$ cat config.mk
export PLATFORM = sky130hd
export DESIGN_NAME = bsg_reset_sequencer_async_flat
export DESIGN_NICKNAME = d
export VERILOG_FILES = /design/src/rtl/bsg_reset_sequencer_pkg.sv /design/src/rtl/bsg_reset_sequencer_if.sv /design/src/rtl/bsg_reset_sync_deassert.sv /design/src/rtl/bsg_reset_sequencer_async.sv /design/src/flat_wrapper.sv
export SDC_FILE = /design/constraint.sdc
export NUM_CORES = 1
export LEC_CHECK = 0
export ABC_AREA = 1
export CAP_MARGIN = 10
export CORE_MARGIN = 2
export CORE_UTILIZATION = 59
export CTS_BUF_LIST = sky130_fd_sc_hd__clkbuf_4
export CTS_CLUSTER_DIAMETER = 80
export DETAILED_ROUTE_END_ITERATION = 10
export MAX_ROUTING_LAYER = met4
export PLACE_DENSITY_LB_ADDON = 0.25
export SLEW_MARGIN = 20
export SYNTH_ARGS = -nofsm -noshare
export SYNTH_HDL_FRONTEND = slang
export SYNTH_HIERARCHICAL = 1
export SYNTH_SLANG_ARGS = --single-unit
$ cat constraint.sdc
create_clock -name clk_i -period 1.5 [get_ports clk_i]
set_input_delay 0.3 -clock clk_i [delete_from_list [all_inputs] [get_ports clk_i]]
set_output_delay 0.3 -clock clk_i [all_outputs]
set_load 0.01 [all_outputs]
$ cat src/rtl/bsg_reset_sequencer_pkg.sv
// Shared types for the staged reset sequencer: FSM state encoding and
// the sizing helper for the release/hold counter.
package bsg_reset_sequencer_pkg;

    typedef enum logic [1:0] {
        eSync,
        eRelease,
        eHold,
        eDone
    } bsg_reset_seq_state_e;

    // One counter serves both the release spacing and the soft-reset hold,
    // so it is sized for whichever terminal count is larger.
    function automatic int counter_width(input int delay_cycles, input int hold_cycles);
        int max_cycles;
        max_cycles = (delay_cycles > hold_cycles) ? delay_cycles : hold_cycles;
        return $clog2(max_cycles + 1);
    endfunction

endpackage

$ cat src/rtl/bsg_reset_sequencer_if.sv
// Soft-reset handshake plus the staged reset/done outputs of the sequencer.
// The sequencer is the slave; whoever requests soft resets is the master.
interface bsg_reset_sequencer_if #(
    parameter int num_domains_p = 4
);

    logic                     soft_reset_v_i;
    logic                     soft_reset_ready_o;
    logic [num_domains_p-1:0] reset_o;
    logic                     done_o;

    modport master (
        output soft_reset_v_i,
        input  soft_reset_ready_o,
        input  reset_o,
        input  done_o
    );

    modport slave (
        input  soft_reset_v_i,
        output soft_reset_ready_o,
        output reset_o,
        output done_o
    );

endinterface

$ cat src/rtl/bsg_reset_sync_deassert.sv
// Deassertion synchroniser: a chain of async-reset flops shifting in 1s, so
// reset asserts immediately but is seen released only after the chain fills.
module bsg_reset_sync_deassert #(
    parameter int sync_stages_p = 2
) (
    input  logic clk_i,
    input  logic async_reset_n_i,
    output logic sync,
    output logic sync_next
);

    logic [sync_stages_p-1:0] stage_q;

    always_ff @(posedge clk_i or negedge async_reset_n_i) begin
        if (!async_reset_n_i) begin
            stage_q <= '0;
        end else begin
            stage_q <= {stage_q[sync_stages_p-2:0], 1'b1};
        end
    end

    // sync_next lets the sequencer act on the same edge the output rises.
    assign sync      = stage_q[sync_stages_p-1];
    assign sync_next = stage_q[sync_stages_p-2];

endmodule

$ cat src/rtl/bsg_reset_sequencer_async.sv
// Staged reset sequencer: asserts every domain reset asynchronously, then
// releases them one at a time, spaced by a fixed number of clock cycles.
module bsg_reset_sequencer_async
    import bsg_reset_sequencer_pkg::*;
#(
    parameter int num_domains_p  = 4,
    parameter int sync_stages_p  = 2,
    parameter int delay_cycles_p = 16,
    parameter int hold_cycles_p  = 8
) (
    input  logic                 clk_i,
    input  logic                 async_reset_n_i,
    bsg_reset_sequencer_if.slave seq
);

    localparam int cnt_width_lp = counter_width(delay_cycles_p, hold_cycles_p);
    localparam int idx_width_lp = $clog2(num_domains_p + 1);

    localparam logic [cnt_width_lp-1:0] delay_last_lp = cnt_width_lp'(delay_cycles_p - 1);
    localparam logic [cnt_width_lp-1:0] hold_last_lp  = cnt_width_lp'(hold_cycles_p - 1);
    localparam logic [idx_width_lp-1:0] idx_last_lp   = idx_width_lp'(num_domains_p - 1);

    bsg_reset_seq_state_e     state_q;
    logic [cnt_width_lp-1:0]  cnt_q;
    logic [idx_width_lp-1:0]  idx_q;
    logic [num_domains_p-1:0] reset_q;
    logic                     done_q;
    logic                     ready_q;

    logic                     sync;
    logic                     sync_next;
    logic                     handshake;
    logic [num_domains_p-1:0] release_mask;

    bsg_reset_sync_deassert #(
        .sync_stages_p(sync_stages_p)
    ) sync_deassert (
        .clk_i          (clk_i),
        .async_reset_n_i(async_reset_n_i),
        .sync           (sync),
        .sync_next      (sync_next)
    );

    assign handshake    = seq.soft_reset_v_i & ready_q;
    assign release_mask = num_domains_p'(1) << idx_q;

    // Released bits are only ever cleared through release_mask, so reset_o
    // stays monotonic until the next hard or soft reset sets it back to all 1s.
    always_ff @(posedge clk_i or negedge async_reset_n_i) begin
        if (!async_reset_n_i) begin
            state_q <= eSync;
            cnt_q   <= '0;
            idx_q   <= '0;
            reset_q <= '1;
            done_q  <= 1'b0;
            ready_q <= 1'b0;
        end else begin
            unique case (state_q)
                eSync: begin
                    if (sync_next && !sync) begin
                        state_q <= eRelease;
                        cnt_q   <= '0;
                    end
                end

                eRelease: begin
                    if (cnt_q == delay_last_lp) begin
                        reset_q <= reset_q & ~release_mask;
                        cnt_q   <= '0;
                        idx_q   <= idx_q + idx_width_lp'(1);
                        if (idx_q == idx_last_lp) begin
                            state_q <= eDone;
                            done_q  <= 1'b1;
                        end
                    end else begin
                        cnt_q <= cnt_q + cnt_width_lp'(1);
                    end
                end

                eHold: begin
                    if (cnt_q == hold_last_lp) begin
                        state_q <= eRelease;
                        cnt_q   <= '0;
                    end else begin
                        cnt_q <= cnt_q + cnt_width_lp'(1);
                    end
                end

                eDone: begin
                    // Soft reset skips the synchroniser: the clock is already
                    // running cleanly, only the domains need re-resetting.
                    if (handshake) begin
                        state_q <= eHold;
                        cnt_q   <= '0;
                        idx_q   <= '0;
                        reset_q <= '1;
                        done_q  <= 1'b0;
                        ready_q <= 1'b0;
                    end else begin
                        ready_q <= 1'b1;
                    end
                end

                default: begin
                    state_q <= eSync;
                end
            endcase
        end
    end

    assign seq.reset_o            = reset_q;
    assign seq.done_o             = done_q;
    assign seq.soft_reset_ready_o = ready_q;

endmodule

$ cat src/flat_wrapper.sv
// flat-port wrapper written by rule: the top's interface ports become plain ports
module bsg_reset_sequencer_async_flat import bsg_reset_sequencer_pkg::*;
#(
    parameter int num_domains_p  = 4,
    parameter int sync_stages_p  = 2,
    parameter int delay_cycles_p = 16,
    parameter int hold_cycles_p  = 8
)
  (clk_i, async_reset_n_i, seq_soft_reset_v_i, seq_soft_reset_ready_o, seq_reset_o, seq_done_o);
  bsg_reset_sequencer_if #(.num_domains_p(num_domains_p)) seq_i ();
  input  logic clk_i;
  input  logic async_reset_n_i;
  input wire logic [$bits(seq_i.soft_reset_v_i)-1:0] seq_soft_reset_v_i;
  output wire logic [$bits(seq_i.soft_reset_ready_o)-1:0] seq_soft_reset_ready_o;
  output wire logic [$bits(seq_i.reset_o)-1:0] seq_reset_o;
  output wire logic [$bits(seq_i.done_o)-1:0] seq_done_o;
  assign seq_i.soft_reset_v_i = seq_soft_reset_v_i;
  assign seq_soft_reset_ready_o = seq_i.soft_reset_ready_o;
  assign seq_reset_o = seq_i.reset_o;
  assign seq_done_o = seq_i.done_o;
  bsg_reset_sequencer_async #(.num_domains_p(num_domains_p), .sync_stages_p(sync_stages_p), .delay_cycles_p(delay_cycles_p), .hold_cycles_p(hold_cycles_p)) u_core (.clk_i(clk_i), .async_reset_n_i(async_reset_n_i), .seq(seq_i));
endmodule
Word level (Yosys, flattened, before mapping)
Index checks and enable logic that the tools add are counted.
W data, S select, Z words.
{"block": "word_totals", "wordCells": 54, "register_bits": 18, "in_bits": 3}
{"block": "op_classes", "shift": 1, "n_eq_ne": 11, "mux": 22, "n_reduce_logical": 8, "bitwise_logic": 3, "add_sub_neg": 2}
{"cell": "$mux W5", "count": 4}
{"cell": "$pmux W5 S4", "count": 1}
{"cell": "$mux W2", "count": 5}
{"cell": "$ne A2 B1 Y1 const B", "count": 5}
{"cell": "$mux W4", "count": 2}
{"cell": "$pmux W2 S4", "count": 1}
{"cell": "$pmux W4 S2", "count": 1}
{"cell": "$mux W3", "count": 2}
{"cell": "$pmux W3 S2", "count": 1}
{"cell": "$add A5 B1 Y5 const B", "count": 1}
{"cell": "$eq A5 B3 Y1 const B", "count": 1}
{"cell": "$eq A5 B4 Y1 const B", "count": 1}
{"cell": "$reduce_and A5 Y1", "count": 1}
{"cell": "$and A4 B4 Y4", "count": 1}
{"cell": "$eq A2 B2 Y1 const B", "count": 2}
{"cell": "$mux W1", "count": 4}
{"cell": "$not A4 Y4", "count": 1}
{"cell": "$reduce_and A4 Y1", "count": 1}
{"cell": "$shl A1 B3 Y4 const A", "count": 1}
{"cell": "$add A3 B1 Y3 const B", "count": 1}
{"cell": "$eq A3 B2 Y1 const B", "count": 1}
{"cell": "$reduce_and A3 Y1", "count": 1}
{"cell": "$eq A2 B1 Y1 const B", "count": 1}
{"cell": "$logic_not A2 Y1", "count": 1}
{"cell": "other kinds (6)", "count": 6}

Logic depth before layout (Yosys ltp)
Gate-level depths: netlist (run 1).
{"block": "logic_depth", "ltp_word": 5, "mapped_depth": 9, "depth_no_buf": 9}

Cells and area by module
Netlist (run 1), hierarchy kept.
{"module": "bsg_reset_sequencer_async", "n_inst": 1, "seq_area_each_um2": 405.4, "area_per_inst_um2": 1027.2, "cells_each": 120}
{"module": "bsg_reset_sync_deassert", "n_inst": 1, "seq_area_each_um2": 50.0, "area_per_inst_um2": 53.8, "cells_each": 3}

Least setup slack after synthesis (run 1)
No wires, ideal clock.
{"block": "synth_timing", "path_type": "reg-to-reg", "startpoint": "reg u_core.state_q[1]", "endpoint": "reg u_core.idx_q[2]", "arrival_ns": 1.239, "path_stages_with_launch": 9, "setup_time_ns": 0.117, "required_ns": 1.383, "setup_slack_ns": 0.144, "path_buffers": 1, "path_cell_list": "dfrtp_1 > inv_1 > ha_1 > nor2_2 > a21oi_4 > nand2_2 > buf_6 > nand2_2 > o21ai_2"}
{"block": "synth_via", "elab_chain_len": 3, "elab_cells_between_ends": 7, "classes_between": "eq/ne: 4; mux: 1; reduce/logical: 2"}
{"element": "start: declaration", "line_no": "bsg_reset_sequencer_async.sv:23", "source": "bsg_reset_seq_state_e state_q;"}
{"element": "start signal: assignment", "line_no": "bsg_reset_sequencer_async.sv:51", "source": "state_q <= eSync;"}
{"element": "start signal: assignment", "line_no": "bsg_reset_sequencer_async.sv:61", "source": "state_q <= eRelease;"}
{"element": "start signal: assignment", "line_no": "bsg_reset_sequencer_async.sv:72", "source": "state_q <= eDone;"}
{"element": "$eq A2 B2 Y1 or $eq A2 B1 Y1 (tied branches)", "line_no": "bsg_reset_sequencer_async.sv:58", "source": "unique case (state_q)"}
{"element": "$ne A2 B1 Y1 (no line) or $reduce_bool A2 Y1 (tied branches)"}
{"element": "$reduce_and A3 Y1 (no line)"}
{"element": "end signal: assignment", "line_no": "bsg_reset_sequencer_async.sv:70", "source": "idx_q <= idx_q + idx_width_lp'(1);"}
{"element": "end: declaration", "line_no": "bsg_reset_sequencer_async.sv:25", "source": "logic [idx_width_lp-1:0] idx_q;"}
Parallel ways exist; a longest one is shown, timed or not.
A chain may end at the register's enable or synchronous reset.

Worst setup path after layout (run 1)
{"block": "layout_timing", "startpoint": "reg u_core.idx_q[1]", "endpoint": "reg u_core.state_q[1]"}
{"block": "layout_via", "elab_chain_len": 3}
{"element": "$eq A3 B2 Y1", "line_no": "bsg_reset_sequencer_async.sv:71", "source": "if (idx_q == idx_last_lp) begin"}
{"element": "$ne A2 B1 Y1 (no line)"}
{"element": "$reduce_and A5 Y1 (no line)"}
{"element": "end signal: assignment", "line_no": "bsg_reset_sequencer_async.sv:72"}
{"element": "end signal: assignment", "line_no": "bsg_reset_sequencer_async.sv:82", "source": "state_q <= eRelease;"}
{"element": "end signal: assignment", "line_no": "bsg_reset_sequencer_async.sv:93", "source": "state_q <= eHold;"}
Every way passes these cells.

==> flow_metrics.py, run 1 <==
metrics = {
    "run_status": {
        "run_status": "finished clean",
    },
    "power_and_ir_drop": {
        "power.clock.fraction": 0.082,
        "p_sw_frac": 0.4532,
        "total_power_per_unit_cell_area_nw_per_um2": 2235,
        "power.share.combinational": 0.631,
        "ir_worst_vdd_uv": 1284,
        "p_sw_mw": 1.361,
        "sequentialPowerShare": 0.287,
        "power_report.internal_total_mw": 1.642,
        "leakage_nw": 0.6704,
    },
    "placed_design": {
        "placed_cells": 160,
        "place_worst_setup_slack_ps": -85.00,
        "place_area_um2": 1227,
        "placement.io_buffers": 8,
        "gp_congestion": 0.9229,
        "hpwl_dp_um": 1548,
    },
    "worst_setup_path": {
        "setup.worst_path.class": "reg2reg",
        "timing.critical_path.required_ps": 1680,
        "setup.worst_path.start_class": "flip-flop",
        "reg2regPathDepth": 8,
        "worst_ep_arrival_time_ps": 1620,
        "critical_path_peak_fanout": 3,
        "crit_path_end_kind": "flip-flop",
    },
    "clocking": {
        "cts.reportedPaths.clkPinSlew_ps": 100,
        "clock_latency_ps": 290,
        "cts_max_level": 1,
        "tritoncts": "yes",
        "clkSinkCount": 18,
        "clock_path_buffers": 2,
        "root_buffer": "sky130_fd_sc_hd__clkbuf_4",
        "cts-buffers-inserted": 3,
    },
    "global_routing": {
        "vias_in_the_first_global_route": 797,
        "antenna_found_initial": 0,
        "grt_use_total": 0.2227,
        "grt_start_max_net_pins": 19,
        "grt_overflow": 0,
        "grt_pass1_wl_um": 3291,
    },
    "drt": {
        "routed_wl_um": 2194,
        "dr.first_iter.drc_count": 35,
        "postRouteAntennaNets": 0,
        "avgViaCountPerCell": 5.207,
        "drt-pass1-iter-count": 4,
        "detailroute.via_count": 880,
        "route.detailed.drc": 0,
        "routed_wire_length_per_instance_um": 12.98,
    },
    "cells_and_area": {
        "n_antenna_cell": 0,
        "fin_area_um2": 1344,
        "drive_gt1_frac": 0.2917,
        "area_growth_pct": 24.31,
        "seqCellArea_um2": 457.9,
        "multiInputGateArea_um2": 580.6,
        "layout.cells.non_filler": 169,
        "final.fill_count": 127,
        "finalNetCount": 160,
    },
    "timing": {
        "setup_viol": 0,
        "final-hold-violation-count": 0,
        "fin_skew_ps": 2.116,
        "drv_slew": 0,
        "min_period_over_period": 0.9619,
        "post-route-worst-setup-slack_ps": 57.09,
        "period_minus_slack_ps": 1443,
        "max_clock_freq_mhz": 693.0,
    },
    "synth": {
        "synth_seq_cells": 18,
        "synth_area_leaders": "sky130_fd_sc_hd__dfrtp_1 32%, sky130_fd_sc_hd__ha_1 14%, sky130_fd_sc_hd__nand2_1 10%",
        "yosys-top-cells-count": "29 x sky130_fd_sc_hd__nand2_1, 18 x sky130_fd_sc_hd__inv_1, 14 x sky130_fd_sc_hd__dfrtp_1",
        "synth_enable_flop_cells": 0,
        "yosys.cell_types.count": 19,
        "async_flop_share": 1.000,
        "synth_top_area_frac": 0.3241,
        "synth.most_common_cell": "sky130_fd_sc_hd__nand2_1",
        "synthesis.yosys.warnings": 6,
        "yosysTopAreaCell": "sky130_fd_sc_hd__dfrtp_1",
        "postSynthAreaPerCell_um2": 8.789,
        "synth.yosys.seq_area_share": 0.4213,
        "synth_fp_nets": 138,
        "synthFlopType": "sky130_fd_sc_hd__dfrtp_1",
        "post_synth_inst_count": 123,
        "synth.cell_area_um2": 1081,
    },
    "die": {
        "chipWidth_um": 46.81,
        "chipHeight_um": 46.81,
        "row_count": 15,
        "floorplan.core_area_um2": 1727,
        "start_util": 0.6261,
        "die_ar_um2": 2191,
        "io_pins": 9,
    },
    "worst_hold_path": {
        "worst_hold_path_type": "in2async",
    },
    "flow_run": {
        "max_cap_violations": 0,
    },
}
per-stage QoR:
| stage | setup TNS (ps) | utilization | hold slack [ps] | total power, mW |
|---|---|---|---|---|
| after detailed placement | -119.0 | 0.7109 | 364.9 | 2.520 |
| after global placement | 0 | 0.7109 | 361.9 | 2.432 |
| after global routing | -126.6 | 0.7783 | 335.1 | 3.260 |
| final | 0 | 0.7783 | 328.9 | 3.003 |
| after CTS | 0 | 0.7232 | 326.7 | 2.725 |
| after floorplan | 0 | - | 4.409 | 1.973 |
final cells by class:
type / instances / area share
Sequential cell: 18 / 0.3408
Clock inverter: 1 / 0.002793
Clock buffer: 3 / 0.01676
Multi-Input combinational cell: 85 / 0.4320
Timing Repair Buffer: 19 / 0.1341
Inverter: 18 / 0.05028
Tap cell: 25 / 0.02328
flip-flops by register name, summed over array words and instances, names as in the netlist:
name and flops:
u_core/cnt_q 5, u_core/seq.reset_o 4, u_core/idx_q 3, u_core/state_q 2, u_core/sync_deassert/stage_q 2, u_core/seq.done_o 1, u_core/seq.soft_reset_ready_o 1
cells by family after synthesis:
| group | Yosys count | synth area share |
|---|---|---|
| adders and majority gates | 12 | 0.1389 |
| and+or+nand+nor | 52 | 0.2187 |
| xor gates and xnor gates | 1 | 0.008103 |
| DFF | 18 | 0.4213 |
| AOI/OAI and AO/OA | 19 | 0.1262 |
| other | 1 | 0.003469 |
| buffers and inverters | 20 | 0.08333 |
metal layers:
layer / wire (µm) / track usage / vias up
li1: - / - / 434
met1: 911 / 0.2451 / 420
met2: 1159 / 0.3836 / 22
met3: 88 / 0.03462 / 4
met4: 34 / 0.1167 / 0
met5: 0 / - / -
repair_timing:
action,CTS,global route
pin swaps,0,1
setup endpoints to repair,13,12
hold buffers,0,0
resized for setup,7,11
setup buffers,0,5
path summary, 6_finish.rpt:
| path | slack (ps) | endpoint | start |
|---|---|---|---|
| worst max-delay path | 60 | u_core/state_q[1] | u_core/idx_q[1] |
| worst min-delay path | 330 | u_core/seq.done_o | async_reset_n_i |
| worst max register to register | 60 | u_core/state_q[1] | u_core/idx_q[1] |
| worst min register to register | 390 | u_core/sync_deassert/stage_q[1] | u_core/sync_deassert/stage_q[0] |
| max in group asynchronous | 920 | u_core/seq.reset_o[3] | async_reset_n_i |
| min in group clk_i | 390 | u_core/sync_deassert/stage_q[1] | u_core/sync_deassert/stage_q[0] |
power by group through the flow:
stage          combinational [mW]  clock [mW]  sequential (mW)
2_1_floorplan                1.11           0            0.860
3_3_place_gp                 1.60           0            0.836
3_5_place_dp                 1.67           0            0.851
4_1_cts                      1.63       0.256            0.836
5_1_grt                      2.09       0.282            0.892
6_report                     1.90       0.245            0.862
cell usage in the layout, fill, tap and decap left out:
cell	synthesis	routed
sky130_fd_sc_hd__nand2_1	29	28
sky130_fd_sc_hd__inv_1	18	17
sky130_fd_sc_hd__dfrtp_1	14	12
sky130_fd_sc_hd__nand2_2	8	9
sky130_fd_sc_hd__ha_1	12	9
sky130_fd_sc_hd__buf_4	0	9
sky130_fd_sc_hd__nand3_1	7	7
sky130_fd_sc_hd__dlygate4sd2_1	0	6
sky130_fd_sc_hd__o21ai_2	6	6
sky130_fd_sc_hd__a21oi_1	5	5
sky130_fd_sc_hd__dfstp_2	4	4
sky130_fd_sc_hd__clkbuf_4	0	3
sky130_fd_sc_hd__nand4_1	3	3
sky130_fd_sc_hd__nor2_1	3	3
sky130_fd_sc_hd__o21ai_0	4	3
sky130_fd_sc_hd__ha_4	0	3
sky130_fd_sc_hd__clkdlybuf4s50_1	0	2
sky130_fd_sc_hd__o21bai_1	2	2
sky130_fd_sc_hd__buf_12	0	2
sky130_fd_sc_hd__dfrtp_2	0	2
sky130_fd_sc_hd__clkinv_1	0	1
sky130_fd_sc_hd__inv_2	0	1
sky130_fd_sc_hd__nor2_2	2	1
sky130_fd_sc_hd__a21oi_4	1	1
sky130_fd_sc_hd__nor2_4	0	1
sky130_fd_sc_hd__o21ai_1	0	1
sky130_fd_sc_hd__xnor2_1	1	1
sky130_fd_sc_hd__o211ai_1	1	1
sky130_fd_sc_hd__conb_1	1	1
worst max-delay path, cell delays in order, from the launching register on:
cell,delay (ps)
sky130_fd_sc_hd__dfrtp_1,420
sky130_fd_sc_hd__ha_1,190
sky130_fd_sc_hd__ha_1,180
sky130_fd_sc_hd__inv_1,80
sky130_fd_sc_hd__nand2_1,80
sky130_fd_sc_hd__nand3_1,170
sky130_fd_sc_hd__inv_1,80
sky130_fd_sc_hd__nand4_1,70
sky130_fd_sc_hd__nand2_1,60
(Power assumes the default switching activity.)
==> run 2: changes to the inputs <==
- PLACE_DENSITY: not set -> 0.81
- PLACE_DENSITY_LB_ADDON: 0.25 -> not set
==> run 2 against run 1 <==
  * Combinational power fell by 16%
  * Global-route usage fell by 0.74 points
  * Setup slack better by 9.6 ps
  * Critical path type unchanged
  * First-iteration DRC count shrank 51%
  * Sequential power shrank 3.2%
  * Fmax is 0.67% higher
  * Cell area decreased by 5.4%
  * Clock skew grew 4.4 ps
  * Core utilization is 4.2 points lower
  * Largest power group unchanged
  * Total power down 10%
  * Register-to-register slack is essentially flat
==> flow_metrics.py, run 2 (same netlist as run 1, synthesis figures left out) <==
metrics = {
    "run_status": {
        "run_status": "finished clean",
    },
    "worst_setup_path": {
        "crit_path_end_kind": "flip-flop",
        "ff2ff_setup_slack_ps": 70,
        "setup.worst_path.class": "reg2reg",
        "r2r-start": "u_core/cnt_q[0]",
        "timing.critical_path.required_ps": 1730,
        "cp_launch_point": "u_core/cnt_q[0]",
        "worstSetupEndpoint": "u_core/cnt_q[4]",
        "crit_path_max_incr_delay_ps": 400,
        "worst_ep_arrival_time_ps": 1670,
        "setup.worst_path.start_class": "flip-flop",
        "critical_path_peak_fanout": 3,
        "crit_path_top_delay_cell": "sky130_fd_sc_hd__dfrtp_1",
        "path_cells": "ha_2 > nand2_1 > inv_1 > nand2_1 > ha_1 > o21ai_1 > nand2_1 > nand2_1",
        "critical_path.reg2reg.endpoint": "u_core/cnt_q[4]",
        "reg2regPathDepth": 8,
        "crit_top_cell": "sky130_fd_sc_hd__nand2_1",
    },
    "clocking": {
        "postCtsHoldBufs": 0,
        "clkSinkCount": 18,
        "cts-buffers-inserted": 3,
        "cts.reportedPaths.clkPinSlew_ps": 100,
        "clock_path_buffers": 2,
        "root_buffer": "sky130_fd_sc_hd__clkbuf_4",
        "clock_latency_ps": 290,
        "tritoncts": "yes",
        "cts_max_level": 1,
    },
    "timing": {
        "grt_setup_unrepaired": "true",
        "setup_viol": 0,
        "drv_slew": 0,
        "final-hold-violation-count": 0,
        "fin_setup_tns_ps": 0,
        "min_period_over_period": 0.9555,
        "fin_skew_ps": 6.507,
        "period_minus_slack_ps": 1433,
        "max_clock_freq_mhz": 697.7,
    },
    "placed_design": {
        "hpwl_dp_um": 1456,
        "place_area_um2": 1207,
        "placed_cells": 159,
        "gp_congestion": 0.8590,
        "placement.io_buffers": 8,
    },
    "global_routing": {
        "grt_pass1_wl_um": 3229,
        "grt_start_max_net_pins": 19,
        "grt_overflow": 0,
        "grt_use_total": 0.2153,
        "vias_in_the_first_global_route": 836,
        "antenna_found_initial": 0,
    },
    "cells_and_area": {
        "n_antenna_cell": 0,
        "utilization": 0.7362,
        "largest_register_ffs": 5,
        "most-common-layout-cells": "29 x sky130_fd_sc_hd__nand2_1, 17 x sky130_fd_sc_hd__inv_1, 13 x sky130_fd_sc_hd__dfrtp_1, 9 x sky130_fd_sc_hd__ha_1",
        "area_growth_pct": 17.59,
        "drive_gt1_frac": 0.2695,
        "layout.cells.most_common": "sky130_fd_sc_hd__nand2_1",
        "layout.cells.non_filler": 166,
        "fin_area_um2": 1271,
        "top_register": "u_core/cnt_q",
        "final.fill_count": 137,
        "finalNetCount": 157,
    },
    "die": {
        "row_count": 15,
        "floorplan.core_area_um2": 1727,
        "die_ar_um2": 2191,
        "chipHeight_um": 46.81,
        "io_pins": 9,
        "chipWidth_um": 46.81,
        "start_util": 0.6261,
    },
    "drt": {
        "routed_wl_um": 1959,
        "dr.first_iter.drc_count": 17,
        "postRouteAntennaNets": 0,
        "drt-pass1-iter-count": 4,
        "route.detailed.drc": 0,
        "avgViaCountPerCell": 5.187,
        "routed_wire_length_per_instance_um": 11.80,
        "detailroute.via_count": 861,
    },
    "worst_hold_path": {
        "worst_hold_path_type": "in2async",
    },
    "flow_run": {
        "max_cap_violations": 0,
    },
    "power_and_ir_drop": {
        "total_power_per_unit_cell_area_nw_per_um2": 2122,
        "leakage_nw": 0.6471,
        "ir_worst_vdd_uv": 1407,
    },
}
-- run 2: power by group --
part           internal [mW]  switching [mW]
logic                  0.670           0.932
registers              0.699           0.136
clock network          0.121           0.140
-- run 2: how the worst min path moves through the flow --
| stage | startpoint | end | cells past startpoint |
|---|---|---|---|
| floorplan | async_reset_n_i | u_core/cnt_q[0] | 0 |
| global placement | u_core/sync_deassert/stage_q[0] | u_core/sync_deassert/stage_q[1] | 0 |
| detailed placement | u_core/sync_deassert/stage_q[0] | u_core/sync_deassert/stage_q[1] | 0 |
| CTS | async_reset_n_i | u_core/idx_q[2] | 2 |
| global route | async_reset_n_i | u_core/seq.done_o | 2 |
| finish | async_reset_n_i | u_core/idx_q[2] | 2 |
-- run 2: final cells by class --
type	count	area, µm²	area share
clock buffer	4	30.03	0.02362
inverter	18	67.56	0.05315
multi-input combinational	85	553.0	0.4350
sequential	18	456.7	0.3593
tap	25	31.28	0.02461
timing repair buffer	16	132.6	0.1043
-- run 2: repair_timing --
action	4_1_cts	5_1_grt
pin swaps	0	2
endpoints found under the setup margin	8	8
resized for setup	7	6
buffers inserted	0	3
-- run 2: stage by stage --
step / total power, mW / hold WS, ps / setup WS [ps]
final: 2.697 / 348.0 / 66.72
after global routing: 2.957 / 347.2 / 0.2992
after CTS: 2.613 / 350.1 / 22.97
after detailed placement: 2.390 / 367.5 / -0.2572
after global placement: 2.332 / 359.5 / 20.17
after floorplan: 1.973 / 4.409 / 144.0
-- run 2: worst max-delay path: cells and delay by family (launching register included) --
family	cells	cell delay (ps)
buf+inv	1	90
compound gates	1	140
simple gates	4	270
fa+ha+maj	2	480
flops	1	400
-- run 2: per-layer routing --
layer / GRT usage / share of wire / vias to the layer above / wire [µm]
met5: - / 0 / - / 0
met4: 0.08333 / 0.0097 / 0 / 19
met3: 0.03462 / 0.027 / 4 / 52
met2: 0.3836 / 0.54 / 16 / 1058
met1: 0.2379 / 0.42 / 415 / 829
li1: - / - / 426 / -
==> run 3: changes to the inputs <==
- CAP_MARGIN: 10 -> 20
- CORE_MARGIN: 2 -> not set
- CTS_CLUSTER_SIZE: not set -> 14
==> run 3 against run 2 <==
  * Wire length rose by 4.3%
  * Flip-flop and latch count did not move
  * Clock power rose by 2%
  * Via count rose by 1.4%
  * First-iteration DRC count rose by 18%
  * Global-route usage rose by 1.3 points
  * Fmax fell by 3.2%
  * Core utilization rose by 0.29 points
==> flow_metrics.py, run 3 (same netlist as run 1, synthesis figures left out) <==
metrics = {
    "worst_setup_path": {
        "r2r-start": "u_core/idx_q[1]",
        "ff2ff_setup_slack_ps": 20,
        "setup.worst_path.class": "reg2reg",
        "crit_path_max_incr_delay_ps": 420,
        "timing.critical_path.required_ps": 1700,
        "reg2regPathDepth": 8,
        "cp_launch_point": "u_core/idx_q[1]",
        "critical_path_peak_fanout": 4,
        "setup.worst_path.start_class": "flip-flop",
        "crit_path_end_kind": "flip-flop",
        "crit_path_top_delay_cell": "sky130_fd_sc_hd__dfrtp_1",
        "worst_ep_arrival_time_ps": 1680,
        "critical_path.reg2reg.endpoint": "u_core/state_q[1]",
        "path_cells": "ha_1 > ha_1 > inv_1 > nand2_1 > nand3_1 > inv_1 > nand4_1 > nand2_1",
    },
    "clocking": {
        "tritoncts": "yes",
        "clock_path_buffers": 2,
        "clkSinkCount": 18,
        "postCtsHoldBufs": 0,
        "clock_latency_ps": 300,
        "cts_max_level": 1,
        "root_buffer": "sky130_fd_sc_hd__clkbuf_4",
        "cts.reportedPaths.clkPinSlew_ps": 100,
        "cts-buffers-inserted": 3,
    },
    "die": {
        "floorplan.core_area_um2": 1727,
        "die_ar_um2": 2007,
        "chipHeight_um": 44.81,
        "chipWidth_um": 44.81,
        "start_util": 0.6261,
        "row_count": 15,
        "io_pins": 9,
    },
    "drt": {
        "routed_wire_length_per_instance_um": 12.39,
        "detailroute.via_count": 873,
        "route.detailed.drc": 0,
        "drt-pass1-iter-count": 6,
        "avgViaCountPerCell": 5.291,
        "postRouteAntennaNets": 0,
        "dr.first_iter.drc_count": 20,
        "routed_wl_um": 2044,
    },
    "timing": {
        "fin_skew_ps": 11.87,
        "post-route-worst-setup-slack_ps": 19.90,
        "max_clock_freq_mhz": 675.6,
        "final-hold-violation-count": 0,
        "setup_viol": 0,
        "fin_setup_tns_ps": 0,
        "min_period_over_period": 0.9867,
        "drv_slew": 0,
        "period_minus_slack_ps": 1480,
    },
    "global_routing": {
        "vias_in_the_first_global_route": 792,
        "antenna_found_initial": 0,
        "grt_overflow": 0,
        "grt_pass1_wl_um": 3167,
        "grt_start_max_net_pins": 19,
        "grt_use_total": 0.2286,
    },
    "worst_hold_path": {
        "worst_hold_path_type": "in2async",
    },
    "run_status": {
        "run_status": "finished clean",
    },
    "cells_and_area": {
        "fin_area_um2": 1276,
        "drive_gt1_frac": 0.2643,
        "most-common-layout-cells": "28 x sky130_fd_sc_hd__nand2_1, 18 x sky130_fd_sc_hd__inv_1, 13 x sky130_fd_sc_hd__dfrtp_1, 9 x sky130_fd_sc_hd__nand2_2, 9 x sky130_fd_sc_hd__ha_1",
        "layout.cells.non_filler": 165,
        "finalNetCount": 156,
        "top_register": "u_core/cnt_q",
        "layout.cells.most_common": "sky130_fd_sc_hd__nand2_1",
        "area_growth_pct": 18.06,
        "largest_register_ffs": 5,
        "n_antenna_cell": 0,
    },
    "flow_run": {
        "max_cap_violations": 0,
    },
    "placed_design": {
        "placement.io_buffers": 8,
        "place_area_um2": 1207,
        "placed_cells": 159,
        "hpwl_dp_um": 1513,
        "gp_congestion": 0.8868,
        "place_worst_setup_slack_ps": -14.57,
    },
    "power_and_ir_drop": {
        "leakage_nw": 0.6432,
        "ir_worst_vdd_uv": 1458,
        "total_power_per_unit_cell_area_nw_per_um2": 2130,
    },
}
## run 3: cell count changes in the layout (fill, tap and decap cells not counted)
| cell | delta |
|---|---|
| sky130_fd_sc_hd__inv_2 | -1 |
| sky130_fd_sc_hd__inv_1 | +1 |
| sky130_fd_sc_hd__nand2_1 | -1 |
| sky130_fd_sc_hd__ha_4 | +1 |
| sky130_fd_sc_hd__ha_2 | -1 |
| sky130_fd_sc_hd__buf_4 | -1 |
| sky130_fd_sc_hd__nand2_2 | +1 |
## run 3: where the power goes
group	internal, mW	total, mW	switching (mW)
sequential	0.699	0.842	0.144
clock	0.122	0.265	0.144
combinational	0.665	1.61	0.946
total	1.49	2.72	1.23
## run 3: routing by layer
layer,track usage,vias to the layer above,share of wire
li1,-,426,-
met1,0.2481,412,0.41
met2,0.4059,24,0.51
met3,0.02400,11,0.038
met4,0.1273,0,0.035
met5,-,-,0
## run 3: critical path, delay by kind of cell (launching register included)
| family | cells | cell delay, ps |
|---|---|---|
| flip-flops | 1 | 420 |
| buffers and inverters | 2 | 160 |
| AND/OR/NAND/NOR | 4 | 400 |
| adder cells (fa/ha/maj) | 2 | 390 |
## run 3: what timing repair did
item,CTS,global route
pin swaps,0,1
setup buffers,0,2
endpoints found under the setup margin,8,11
resized for setup,7,7
gates cloned,0,0
## run 3: worst max-delay path by stage
stage | to | slack, ps | depth (start not counted)
floorplan | u_core/idx_q[2] | 140 | 8
global placement | u_core/seq.reset_o[3] | 20 | 7
detailed placement | u_core/seq.reset_o[3] | -10 | 7
CTS | u_core/seq.reset_o[0] | 20 | 8
global route | u_core/state_q[1] | -50 | 8
finish | u_core/state_q[1] | 20 | 8
## run 3: layout make-up
cell class,count,area (µm²)
multi-input combinational,85,565.5
clock buffer,4,30.03
fill,137,450.4
sequential,18,456.7
inverter,18,67.56
tap,25,31.28
timing repair buffer,15,125.1
## run 3: per-stage QoR
stage               hold WS, ps  utilization  total power, mW
finish                    314.6       0.7391            2.719
global route              348.4       0.7391            2.946
CTS                       308.2       0.7138            2.633
detailed placement        362.2       0.6993            2.410
global placement          360.4       0.6993            2.332
floorplan                 4.409            -            1.973
